`src/rtl/vga_timing_generator.sv`:
```
// VGA raster timing: pixel-rate divider, h/v counters, syncs and strobes.
// Optional frame counter enabled by defining VGA_FRAME_COUNT_EN.
module vga_timing_generator #(
   parameter int CLK_DIV         = 2,
   parameter int H_DISPLAY       = 640,
   parameter int H_FRONT         = 16,
   parameter int H_SYNC          = 96,
   parameter int H_BACK          = 48,
   parameter int V_DISPLAY       = 480,
   parameter int V_FRONT         = 10,
   parameter int V_SYNC          = 2,
   parameter int V_BACK          = 33,
   parameter int SYNC_ACTIVE_LOW = 1
) (
   input  logic        clk,
   input  logic        rst,
   output logic [9:0]  h_count,
   output logic [9:0]  v_count,
   output logic        display_enable,
   output logic        hsync,
   output logic        vsync,
   output logic        pix_tick,
   output logic        line_start,
   output logic        frame_start,
   output logic [15:0] frame_count
);

   localparam int H_TOTAL = H_DISPLAY + H_FRONT + H_SYNC + H_BACK;
   localparam int V_TOTAL = V_DISPLAY + V_FRONT + V_SYNC + V_BACK;
   localparam int DW = (CLK_DIV > 1) ? $clog2(CLK_DIV) : 1;

   if (H_TOTAL > 1024 || V_TOTAL > 1024) begin : g_bad_total
      $error("vga_timing_generator: H_TOTAL/V_TOTAL exceed 10-bit counters");
   end
   if (CLK_DIV < 1) begin : g_bad_div
      $error("vga_timing_generator: CLK_DIV must be >= 1");
   end

   localparam logic [DW-1:0] DMAX = DW'(CLK_DIV - 1);
   localparam logic [9:0] HMAX = 10'(H_TOTAL - 1);
   localparam logic [9:0] VMAX = 10'(V_TOTAL - 1);
   localparam logic [10:0] HD  = 11'(H_DISPLAY);
   localparam logic [10:0] HS0 = 11'(H_DISPLAY + H_FRONT);
   localparam logic [10:0] HS1 = 11'(H_DISPLAY + H_FRONT + H_SYNC);
   localparam logic [10:0] VD  = 11'(V_DISPLAY);
   localparam logic [10:0] VS0 = 11'(V_DISPLAY + V_FRONT);
   localparam logic [10:0] VS1 = 11'(V_DISPLAY + V_FRONT + V_SYNC);
   localparam logic S_ON  = (SYNC_ACTIVE_LOW != 0) ? 1'b0 : 1'b1;
   localparam logic S_OFF = ~S_ON;

   typedef enum logic [1:0] {
      ACTIVE,
      FRONT,
      SYNC,
      BACK
   } region_e;

   function automatic region_e region(
      input logic [9:0]  c,
      input logic [10:0] d,
      input logic [10:0] s0,
      input logic [10:0] s1
   );
      if ({1'b0, c} < d)       return ACTIVE;
      else if ({1'b0, c} < s0) return FRONT;
      else if ({1'b0, c} < s1) return SYNC;
      else                     return BACK;
   endfunction

   logic [DW-1:0] div_q, div_d;
   logic [9:0]    h_q, h_d, v_q, v_d;
   logic          de_q, hs_q, vs_q, tick_q, line_q, frame_q;
   logic          tick, line_d, frame_d;
   region_e       h_reg, v_reg;

   always_comb begin
      tick    = (div_q == DMAX);
      div_d   = tick ? '0 : div_q + DW'(1);
      h_d     = h_q;
      v_d     = v_q;
      line_d  = 1'b0;
      frame_d = 1'b0;
      if (tick) begin
         if (h_q == HMAX) begin
            h_d    = '0;
            v_d    = (v_q == VMAX) ? '0 : v_q + 10'd1;
            line_d = 1'b1;
            frame_d = (v_q == VMAX);
         end else begin
            h_d = h_q + 10'd1;
         end
      end
      // Regions decode the next counts so syncs line up with the counters.
      h_reg = region(h_d, HD, HS0, HS1);
      v_reg = region(v_d, VD, VS0, VS1);
   end

   always_ff @(posedge clk) begin
      if (rst) begin
         div_q   <= '0;
         h_q     <= HMAX;
         v_q     <= VMAX;
         de_q    <= 1'b0;
         hs_q    <= S_OFF;
         vs_q    <= S_OFF;
         tick_q  <= 1'b0;
         line_q  <= 1'b0;
         frame_q <= 1'b0;
      end else begin
         div_q   <= div_d;
         h_q     <= h_d;
         v_q     <= v_d;
         de_q    <= (h_reg == ACTIVE) && (v_reg == ACTIVE);
         hs_q    <= (h_reg == SYNC) ? S_ON : S_OFF;
         vs_q    <= (v_reg == SYNC) ? S_ON : S_OFF;
         tick_q  <= tick;
         line_q  <= line_d;
         frame_q <= frame_d;
      end
   end

`ifdef VGA_FRAME_COUNT_EN
   logic [15:0] fcnt_q;

   always_ff @(posedge clk) begin
      if (rst)          fcnt_q <= '0;
      else if (frame_d) fcnt_q <= fcnt_q + 16'd1;
   end

   assign frame_count = fcnt_q;
`else
   assign frame_count = '0;
`endif

   assign h_count        = h_q;
   assign v_count        = v_q;
   assign display_enable = de_q;
   assign hsync          = hs_q;
   assign vsync          = vs_q;
   assign pix_tick       = tick_q;
   assign line_start     = line_q;
   assign frame_start    = frame_q;

endmodule

```
`config.mk`:
```
export PLATFORM = sky130hd
export DESIGN_NAME = vga_timing_generator
export DESIGN_NICKNAME = d
export VERILOG_FILES = /design/src/rtl/vga_timing_generator.sv
export SDC_FILE = /design/constraint.sdc
export NUM_CORES = 1
export LEC_CHECK = 0
export CAP_MARGIN = 5
export CORE_AREA = 4 4 62 75
export DETAILED_ROUTE_END_ITERATION = 6
export DIE_AREA = 0 0 66 79
export PLACE_DENSITY = 0.79
export SLEW_MARGIN = 20
export SYNTH_ARGS = -nofsm -noshare
export SYNTH_HDL_FRONTEND = slang
export SYNTH_SLANG_ARGS = --single-unit
```
`constraint.sdc`:
```
create_clock -name clk -period 2.8 [get_ports clk]
set_input_delay 0.56 -clock clk [delete_from_list [all_inputs] [get_ports clk]]
set_output_delay 0.56 -clock clk [all_outputs]
set_load 0.005 [all_outputs]
```
==> flow_summary.toml <==
[detailed_routing]
vias = 1352
drt_iter0_drc = 120
post_drt_via_cell_ratio = 5.28
detail_route.wl_per_cell_um = 13.3
drtAntennaViolNets = 0
wl_um = 3410
drc = 0
dr.pass1.iters = 4

[sta]
slew_headroom_pct = 66.3
rsz0062_at_grt = "no"
hold_viol_final = 0
tightest_slew_ps = 498
tns_ps = 0
whs_ps = 559
drv_slew = 0
timing.final.crit_share_pct = 80.0
period_minus_slack_ps = 2240
fmax_mhz = 447
setup_slack_ps = 561
fin_skew_ps = 4.49
setup_violations = 0

[cells_and_area]
drive_gt1_share_pct = 5.45
final_core_util_pct = 46.8
layout.cells.non_filler = 256
final_cell_mix = "dfxtp_1, clkdlybuf4s50_1, nor2_1, conb_1, nand2_1"
finalNetCount = 208
diodes = 0
syn_to_final_growth_pct = 18.9

[setup_path]
cp-end-kind = "flop"
crit_type = "reg2reg"
reg2reg_depth = 6
critPathMaxFanout = 7
crit_slowest_cell = "or4b_1"
arrival_ps = 2400
required_ps = 2960
slowest_delay_ps = 530
cp-start-kind = "flop"
crit_path_cell_trace = "ha_1, and4_1, nand4_4, or4b_1, a311oi_2, nand3_1"

[min_path]
min_path_cells = 1
holdCritPathClass = "reg2reg"

[global_routing]
antenna_found_initial = 0
grt_pass1_wl_um = 5980
grt.overflow.total = 0
gr-usage-all-layers_pct = 14.2
grt_pass1_vias = 1358
grt_max_degree = 19

[floorplanning]
die_height_um = 79
rows = 25
design.die.area_um2 = 5210
die-width_um = 66
ios = 44
core_area_um2 = 3910
initial_utilization_pct = 39.3

[synthesis]
synth.avg_cell_area_um2 = 8.54
ys_seq_area_share_pct = 35.2
ys_warn_count = 0
synth_cells = 180
synth_cell_type_count = 44
syn-cell-area_um2 = 1540
ys_ff_latch = 27

[power]
peakVddDrop_uv = 234
p_leak_uw = 0.000720
power.density_nw_per_um2 = 586

[status]
status = "finished, final reports clean"

[clocking]
cts.sink_count = 27
cts_hold_buffers = 0
post_cts_buffers = 0
cts_resized = 0
htreeDepth = 1
cts_tree = "built"
clock-root-buffer = "clkbuf_8"
clock_path_buffers = 2
insertion_delay_ps = 270
cts_made_buffers = 3
path_clk_slew_ps = 90

[placed_design]
pre_cts_slack_ps = 566
gp_congestion = 0.882
io_buffers = 27
dp.cells = 252
dp_hpwl_um = 2430

[job]
maxCapViolCount = 0
## per-stage QoR
stage / power, uW / cell area (um^2)
after global routing: 1160 / 1830
after floorplan: 736 / 1590
final: 1070 / 1830
after global placement: 846 / 1780
after detailed placement: 852 / 1780
after CTS: 1080 / 1830
## sequential cells by signal (all words and copies together), names as in the netlist
name	flops
vsync	1
h_count	10
line_start	1
div_q	1
pix_tick	1
frame_start	1
display_enable	1
v_count	10
hsync	1
## cells by family after synthesis
| group | share of synthesized area (%) |
|---|---|
| XOR/XNOR | 3.42 |
| multiplexers | 1.95 |
| other | 0.244 |
| AO/OA/AOI/OAI | 17.0 |
| AND/OR/NAND/NOR | 27.2 |
| flip-flops | 35.2 |
| adder cells (fa/ha/maj) | 2.44 |
| buffers and inverters | 12.6 |
## cell usage after synthesis (all sizes together)
cell type | instances | area (um^2)
a211o | 1 | 8.76
a211oi | 1 | 7.51
a21o | 5 | 37.5
a21oi | 6 | 30.0
a221oi | 1 | 8.76
a22oi | 3 | 22.5
a311oi | 1 | 15.0
a31oi | 2 | 12.5
a32oi | 1 | 8.76
a41o | 1 | 10.0
a41oi | 1 | 8.76
and2 | 1 | 6.26
and3 | 4 | 25.0
and4 | 5 | 43.8
buf | 22 | 156
clkbuf | 5 | 18.8
conb | 1 | 3.75
dfxtp | 27 | 541
ha | 3 | 37.5
inv | 5 | 18.8
mux2i | 3 | 30.0
nand2 | 14 | 52.6
nand3 | 5 | 25.0
nand4 | 9 | 71.3
nor2 | 16 | 60.1
nor2b | 3 | 18.8
nor3 | 4 | 20.0
nor3b | 1 | 7.51
nor4b | 2 | 32.5
o211ai | 4 | 30.0
o21ai | 6 | 30.0
o21bai | 3 | 22.5
o41ai | 1 | 8.76
or2 | 1 | 6.26
or3 | 2 | 12.5
or3b | 1 | 8.76
or4 | 1 | 7.51
or4b | 2 | 20.0
xnor2 | 2 | 17.5
xor2 | 4 | 35.0
## critical path: cells and delay by family (launching register included)
family	cells	cell delay (ps)
adder cells (fa/ha/maj)	1	240
AND/OR/NAND/NOR	4	1170
AO/OA/AOI/OAI	1	310
flip-flops	1	400
## power by group
group / internal (uW) / total, uW / switching [uW]
combinational: 174 / 347 / 173
clock: 101 / 225 / 124
sequential: 426 / 499 / 72.7
total: 701 / 1070 / 370
## path summary, 6_finish.rpt
kind / start / end / slack (ps)
worst min register to register: div_q / div_q / 560
worst max register to register: h_count[0] / vsync / 560
worst max-delay path: h_count[0] / vsync / 560
worst min-delay path: div_q / div_q / 560
## layout make-up
cell class                 count  area [um^2]
sequential                    27          541
timing repair buffer          30          293
clock inverter                 1         7.51
clock buffer                   3         41.3
multi-input combinational    136          860
fill                         383         2080
inverter                       5         18.8
tap                           54         67.6
## per-layer routing
layer / vias up / wire (um) / part of all wire [%] / global-route usage [%]
met2: 51 / 1570 / 46 / 22.8
met3: 8 / 189 / 5.5 / 2.97
met1: 631 / 1590 / 46 / 18.4
li1: 662 / - / - / -
met5: - / 0 / 0 / 0
met4: 0 / 62 / 1.8 / 5.49
(Power assumes the default switching activity.)
